--- src/rtl/regfile_wb_scheduler.sv ---
// Write-back scheduler and long-latency scoreboard for the 32x32 register file.
// Arbitrates the single write port between the ALU and LSU and stalls dependent issue.
module regfile_wb_scheduler #(
  parameter int unsigned MAX_LONG     = 4,
  parameter int unsigned STARVE_LIMIT = 3
) (
  input  logic        clk,
  input  logic        rst,
  input  logic        issue_valid,
  input  logic [4:0]  issue_rs1,
  input  logic [4:0]  issue_rs2,
  input  logic [4:0]  issue_rd,
  input  logic        issue_rd_we,
  input  logic        issue_long,
  output logic        issue_stall,
  input  logic        alu_wb_valid,
  input  logic [4:0]  alu_wb_addr,
  input  logic [31:0] alu_wb_data,
  input  logic        lsu_wb_valid,
  input  logic [4:0]  lsu_wb_addr,
  input  logic [31:0] lsu_wb_data,
  output logic        lsu_wb_ready,
  output logic        rf_write_en,
  output logic [4:0]  rf_write_addr,
  output logic [31:0] rf_write_data,
  output logic [31:0] busy_mask,
  output logic        err_unexpected_wb
);

  localparam int unsigned LCNT_W = $clog2(MAX_LONG + 1);
  localparam int unsigned WCNT_W = $clog2(STARVE_LIMIT + 1);

  logic [LCNT_W-1:0] long_cnt, long_cnt_d;
  logic [WCNT_W-1:0] wait_cnt, wait_cnt_d;
  logic [31:0]       busy_d;
  logic              err_d;
  logic              wr_en_d;
  logic [4:0]        wr_addr_d;
  logic [31:0]       wr_data_d;

  logic hazard, full, starve, grant, tracked, rd_nz, lsu_nz, cnt_inc, cnt_dec;

  // Issue gating and write-port arbitration (ALU has fixed priority)
  assign rd_nz        = (issue_rd != 5'd0);
  assign lsu_nz       = (lsu_wb_addr != 5'd0);
  assign hazard       = busy_mask[issue_rs1] | busy_mask[issue_rs2] |
                        (issue_rd_we & busy_mask[issue_rd]);
  assign full         = issue_long & issue_rd_we & rd_nz &
                        (long_cnt == LCNT_W'(MAX_LONG));
  assign starve       = (wait_cnt == WCNT_W'(STARVE_LIMIT));
  assign issue_stall  = rst | starve | (issue_valid & (hazard | full));
  assign lsu_wb_ready = ~rst & ~alu_wb_valid;
  assign grant        = lsu_wb_valid & lsu_wb_ready;
  assign tracked      = issue_valid & ~issue_stall & issue_long & issue_rd_we & rd_nz;
  assign cnt_inc      = tracked;
  assign cnt_dec      = grant & lsu_nz & (long_cnt != '0);

  // Next-state for scoreboard, counters and write port
  always_comb begin
    busy_d     = busy_mask;
    long_cnt_d = long_cnt;
    wait_cnt_d = wait_cnt;
    err_d      = err_unexpected_wb;
    wr_en_d    = 1'b0;
    wr_addr_d  = rf_write_addr;
    wr_data_d  = rf_write_data;

    if (tracked) busy_d[issue_rd] = 1'b1;
    if (grant) busy_d[lsu_wb_addr] = 1'b0;
    busy_d[0] = 1'b0;

    if (cnt_inc && !cnt_dec) long_cnt_d = long_cnt + LCNT_W'(1);
    else if (cnt_dec && !cnt_inc) long_cnt_d = long_cnt - LCNT_W'(1);

    if (grant || !lsu_wb_valid) wait_cnt_d = '0;
    else if (!starve) wait_cnt_d = wait_cnt + WCNT_W'(1);

    if (grant && lsu_nz && !busy_mask[lsu_wb_addr]) err_d = 1'b1;

    if (alu_wb_valid) begin
      wr_en_d   = (alu_wb_addr != 5'd0);
      wr_addr_d = alu_wb_addr;
      wr_data_d = alu_wb_data;
    end else if (grant) begin
      wr_en_d   = lsu_nz;
      wr_addr_d = lsu_wb_addr;
      wr_data_d = lsu_wb_data;
    end
  end

  always_ff @(posedge clk) begin
    if (rst) begin
      busy_mask         <= '0;
      long_cnt          <= '0;
      wait_cnt          <= '0;
      err_unexpected_wb <= 1'b0;
      rf_write_en       <= 1'b0;
      rf_write_addr     <= '0;
      rf_write_data     <= '0;
    end else begin
      busy_mask         <= busy_d;
      long_cnt          <= long_cnt_d;
      wait_cnt          <= wait_cnt_d;
      err_unexpected_wb <= err_d;
      rf_write_en       <= wr_en_d;
      rf_write_addr     <= wr_addr_d;
      rf_write_data     <= wr_data_d;
    end
  end

endmodule
--- config.mk ---
export PLATFORM = sky130hd
export DESIGN_NAME = regfile_wb_scheduler
export DESIGN_NICKNAME = d
export VERILOG_FILES = /design/src/rtl/regfile_wb_scheduler.sv
export SDC_FILE = /design/constraint.sdc
export NUM_CORES = 1
export LEC_CHECK = 0
export ABC_AREA = 0
export BUFFER_PORTS_ARGS = -buffer_cell sky130_fd_sc_hd__buf_2
export CAP_MARGIN = 5
export CORE_MARGIN = 4
export CORE_UTILIZATION = 40
export CTS_BUF_LIST = sky130_fd_sc_hd__clkbuf_4 sky130_fd_sc_hd__clkbuf_8
export CTS_CLUSTER_SIZE = 40
export DETAILED_ROUTE_END_ITERATION = 10
export GPL_TIMING_DRIVEN = 0
export PLACE_DENSITY = 0.8
export RECOVER_POWER = 100
export SYNTH_ARGS = -nofsm -noshare
export SYNTH_HDL_FRONTEND = slang
export SYNTH_SLANG_ARGS = --single-unit
--- constraint.sdc ---
create_clock -name clk -period 3.4 [get_ports clk]
set_input_delay 0.34 -clock clk [delete_from_list [all_inputs] [get_ports clk]]
set_output_delay 0.34 -clock clk [all_outputs]
set_load 0.05 [all_outputs]
==> results.yml <==
route:
  routed_via_density: 5.936
  dr.pass1.iters: 7
  drt_iter0_markers: 511
  route.detailed.drc: 0
  wl_um: 17240
  ant_nets: 0
  vias: 5212
  wl_per_cell_um: 19.63
pwr:
  powerDensity_nw_per_um2: 360.4
  ir_drop_v: 0.0003016
  p_sw_share_pct: 31.67
  p_clk_share_pct: 33.2
  leakage_nw: 2.362
  seqPwrFrac_pct: 43.5
  p_int_mw: 1.460
  power.switching_mw: 0.6767
  combPwrFrac_pct: 23.2
cts:
  cts_max_path_buffers: 2
  clock_latency_ns: 0.35
  cts_sinks: 75
  cts.clk_slew.worst_paths_ns: 0.08
  clock_tree.root_cell: "clkbuf_8"
  h-tree-depth: 3
  cts_buffers: 9
  cts_tree: "built"
floorplan:
  die-area_um2: 13850
  die_h_um: 117.7
  io_pins: 169
  dieWidth_um: 117.7
  rows: 39
  coreArea_um2: 11610
  initial_utilization_pct: 41.42
logic_synthesis:
  synthesis.area_um2: 4811
  yosys_warnings: 0
  syn_area_per_cell_um2: 8.606
  yosys.area.top_type: "dfxtp_1"
  ys_seq_area_share_pct: 31.21
  synthFlopType: "dfxtp_1"
  syn_inst: 559
  synthTopCellsByArea: "dfxtp_1, mux2i_1, nor2_1"
  synth_edf_count: 0
  yosys.cell_count.top_type: "nor2_1"
  ys_types: 56
  synth_top_area_share_pct: 31.21
  async_reset_ff_share_pct: 0
  synth_common_cells: "nor2_1, dfxtp_1, mux2i_1"
  syn-num-nets: 658
  ys_ff_latch: 75
place:
  io_buffers: 160
  dp_hpwl_um: 12880
  dpl_cell_area_um2: 5841
  gp_congestion: 0.9603
setup_path:
  crit_arrival_ns: 3.62
  slowest_stage: "nor4_4"
  cp-start-kind: "flip-flop"
  worstPathCellList: "mux2_2, a221oi_2, o22ai_1, o41a_1, nor4_4, buf_6, and2_4, ha_4, inv_1, fa_2, xor2_1, or3_1, a21oi_2"
  worst-setup-path-type: "flip-flop to flip-flop"
  ff2ff_setup_slack_ns: 0.07
  worstPathMaxFanout: 7
  critPathRequiredTime_ns: 3.69
  cp-end-kind: "flip-flop"
  worst_path_largest_cell_delay_ns: 0.40
timing:
  max_freq_mhz: 300.0
  worst_slew_pin_slew_ns: 0.8725
  finClkSkew_ns: 0.01245
  tns_ns: 0
  slew_viol_final: 0
  rsz0062_at_grt: "true"
  fin_crit_sh_pct: 98.03
  setup_violations: 0
  slew-limit-headroom_pct: 41.38
  hold_viol_final: 0
  layout_min_cycle_time_ns: 3.333
cells_and_area:
  layout-drive-gt1-share_pct: 23.40
  synthToLayoutAreaGrowth_pct: 23.23
  diodes: 0
  utilization_pct: 51.04
  layout.nets: 830
  postLayoutCellArea_um2: 5928
global_route:
  grt_pass1_vias: 5213
  antenna_found_initial: 0
  grt_overflow: 0
  grt_max_degree: 12
  track_usage_pct: 24.00
  grt_first_pass_wirelength_um: 26900
min_path:
  hp-class: "input pin to flip-flop"
run_status:
  status: "completed"
job:
  max_cap_viol_count: 0
[sequential cells by signal (all words and copies together), names as in the netlist]
signal             flops
err_unexpected_wb      1
rf_write_data         32
rf_write_en            1
long_cnt               3
busy_mask             31
wait_cnt               2
rf_write_addr          5
[cell type report]
| cell class | count | area, um^2 |
|---|---|---|
| clock inverters | 2 | 35.03 |
| fillers | 1167 | 5685 |
| well taps | 143 | 178.9 |
| multi-input cells | 416 | 3014 |
| plain buffers | 44 | 198.9 |
| inverters | 23 | 86.33 |
| clock buffers | 13 | 166.4 |
| flip-flops and latches | 75 | 1521 |
| repair buffers | 162 | 726.9 |
[layout by cell type, fill, tap and decap left out, types with 5 or more instances in the layout]
| master | n |
|---|---|
| a21oi_1 | 43 |
| nor2_1 | 128 |
| a211oi_1 | 12 |
| and3_1 | 7 |
| nand2_1 | 15 |
| nor2b_1 | 8 |
| clkbuf_1 | 102 |
| nand3_1 | 9 |
| mux2i_1 | 62 |
| buf_2 | 93 |
| nor3_1 | 6 |
| o21ai_0 | 5 |
| a2111oi_0 | 8 |
| clkbuf_8 | 11 |
| a2111oi_2 | 6 |
| nand4_1 | 5 |
| dfxtp_1 | 65 |
| dfxtp_2 | 7 |
| mux2_2 | 5 |
| inv_1 | 23 |
| nand3b_1 | 5 |
| a22oi_1 | 6 |
| mux4_2 | 16 |
| a41oi_1 | 9 |
[layer usage]
layer  global-route usage, %  share of wire, %
met5                       0                 0
met4                   9.084               3.0
met1                   30.16                39
met3                   8.506                14
met2                   37.84                44
[metrics by stage]
step           power [mW]  instances  hold slack [ns]  setup slack, ns
4_1_cts             2.154        879           0.1985          0.05978
3_5_place_dp        1.442        862           0.4656          -0.8284
2_1_floorplan       1.287        559           0.4676          -0.1217
3_3_place_gp        1.436        862           0.4628          -0.7607
6_report            2.137        878           0.2131          0.06699
5_1_grt             2.231        878           0.1961        -0.004621
[cell families after synthesis]
logic type | count (synthesis) | share of synthesized area (%)
and+or+nand+nor | 210 | 20.96
AOI/OAI and AO/OA | 115 | 18.73
muxes | 84 | 21.87
DFF | 75 | 31.21
buffers and inverters | 68 | 5.669
adders and majority gates | 3 | 0.9362
xor gates and xnor gates | 3 | 0.5463
other | 1 | 0.07795
[timing repair]
action                     in CTS  in global routing
pin swaps                       1                  3
gates resized for setup         2                  9
gates cloned                    0                  0
buffers inserted                2                  0
hold buffers                    0                  0
setup endpoints to repair       3                  1
[worst max-delay path: cells and delay by family (launching register included)]
family,cells,cell delay [ns]
AO/OA/AOI/OAI,4,0.88
buffers and inverters,2,0.21
multiplexers,1,0.28
adder cells (fa/ha/maj),2,0.46
XOR/XNOR,1,0.15
flip-flops,1,0.39
AND/OR/NAND/NOR,3,0.87
[power groups by stage]
| stage | clock (mW) | combinational, mW | sequential, mW |
|---|---|---|---|
| 3_5_place_dp | 0 | 0.493 | 0.949 |
| 5_1_grt | 0.762 | 0.535 | 0.934 |
| 3_3_place_gp | 0 | 0.487 | 0.949 |
| 2_1_floorplan | 0 | 0.234 | 1.05 |
| 6_report | 0.710 | 0.496 | 0.930 |
| 4_1_cts | 0.720 | 0.504 | 0.930 |
[path summary, 6_finish.rpt]
kind | depth (start not counted) | end | startpoint
setup / recovery | 13 | long_cnt[2] | busy_mask[31]
hold / removal | 3 | rf_write_data[24] | alu_wb_data[24]
setup reg to reg | 13 | long_cnt[2] | busy_mask[31]
hold reg to reg | 1 | err_unexpected_wb | err_unexpected_wb
Power figures use the tool's default switching activity.
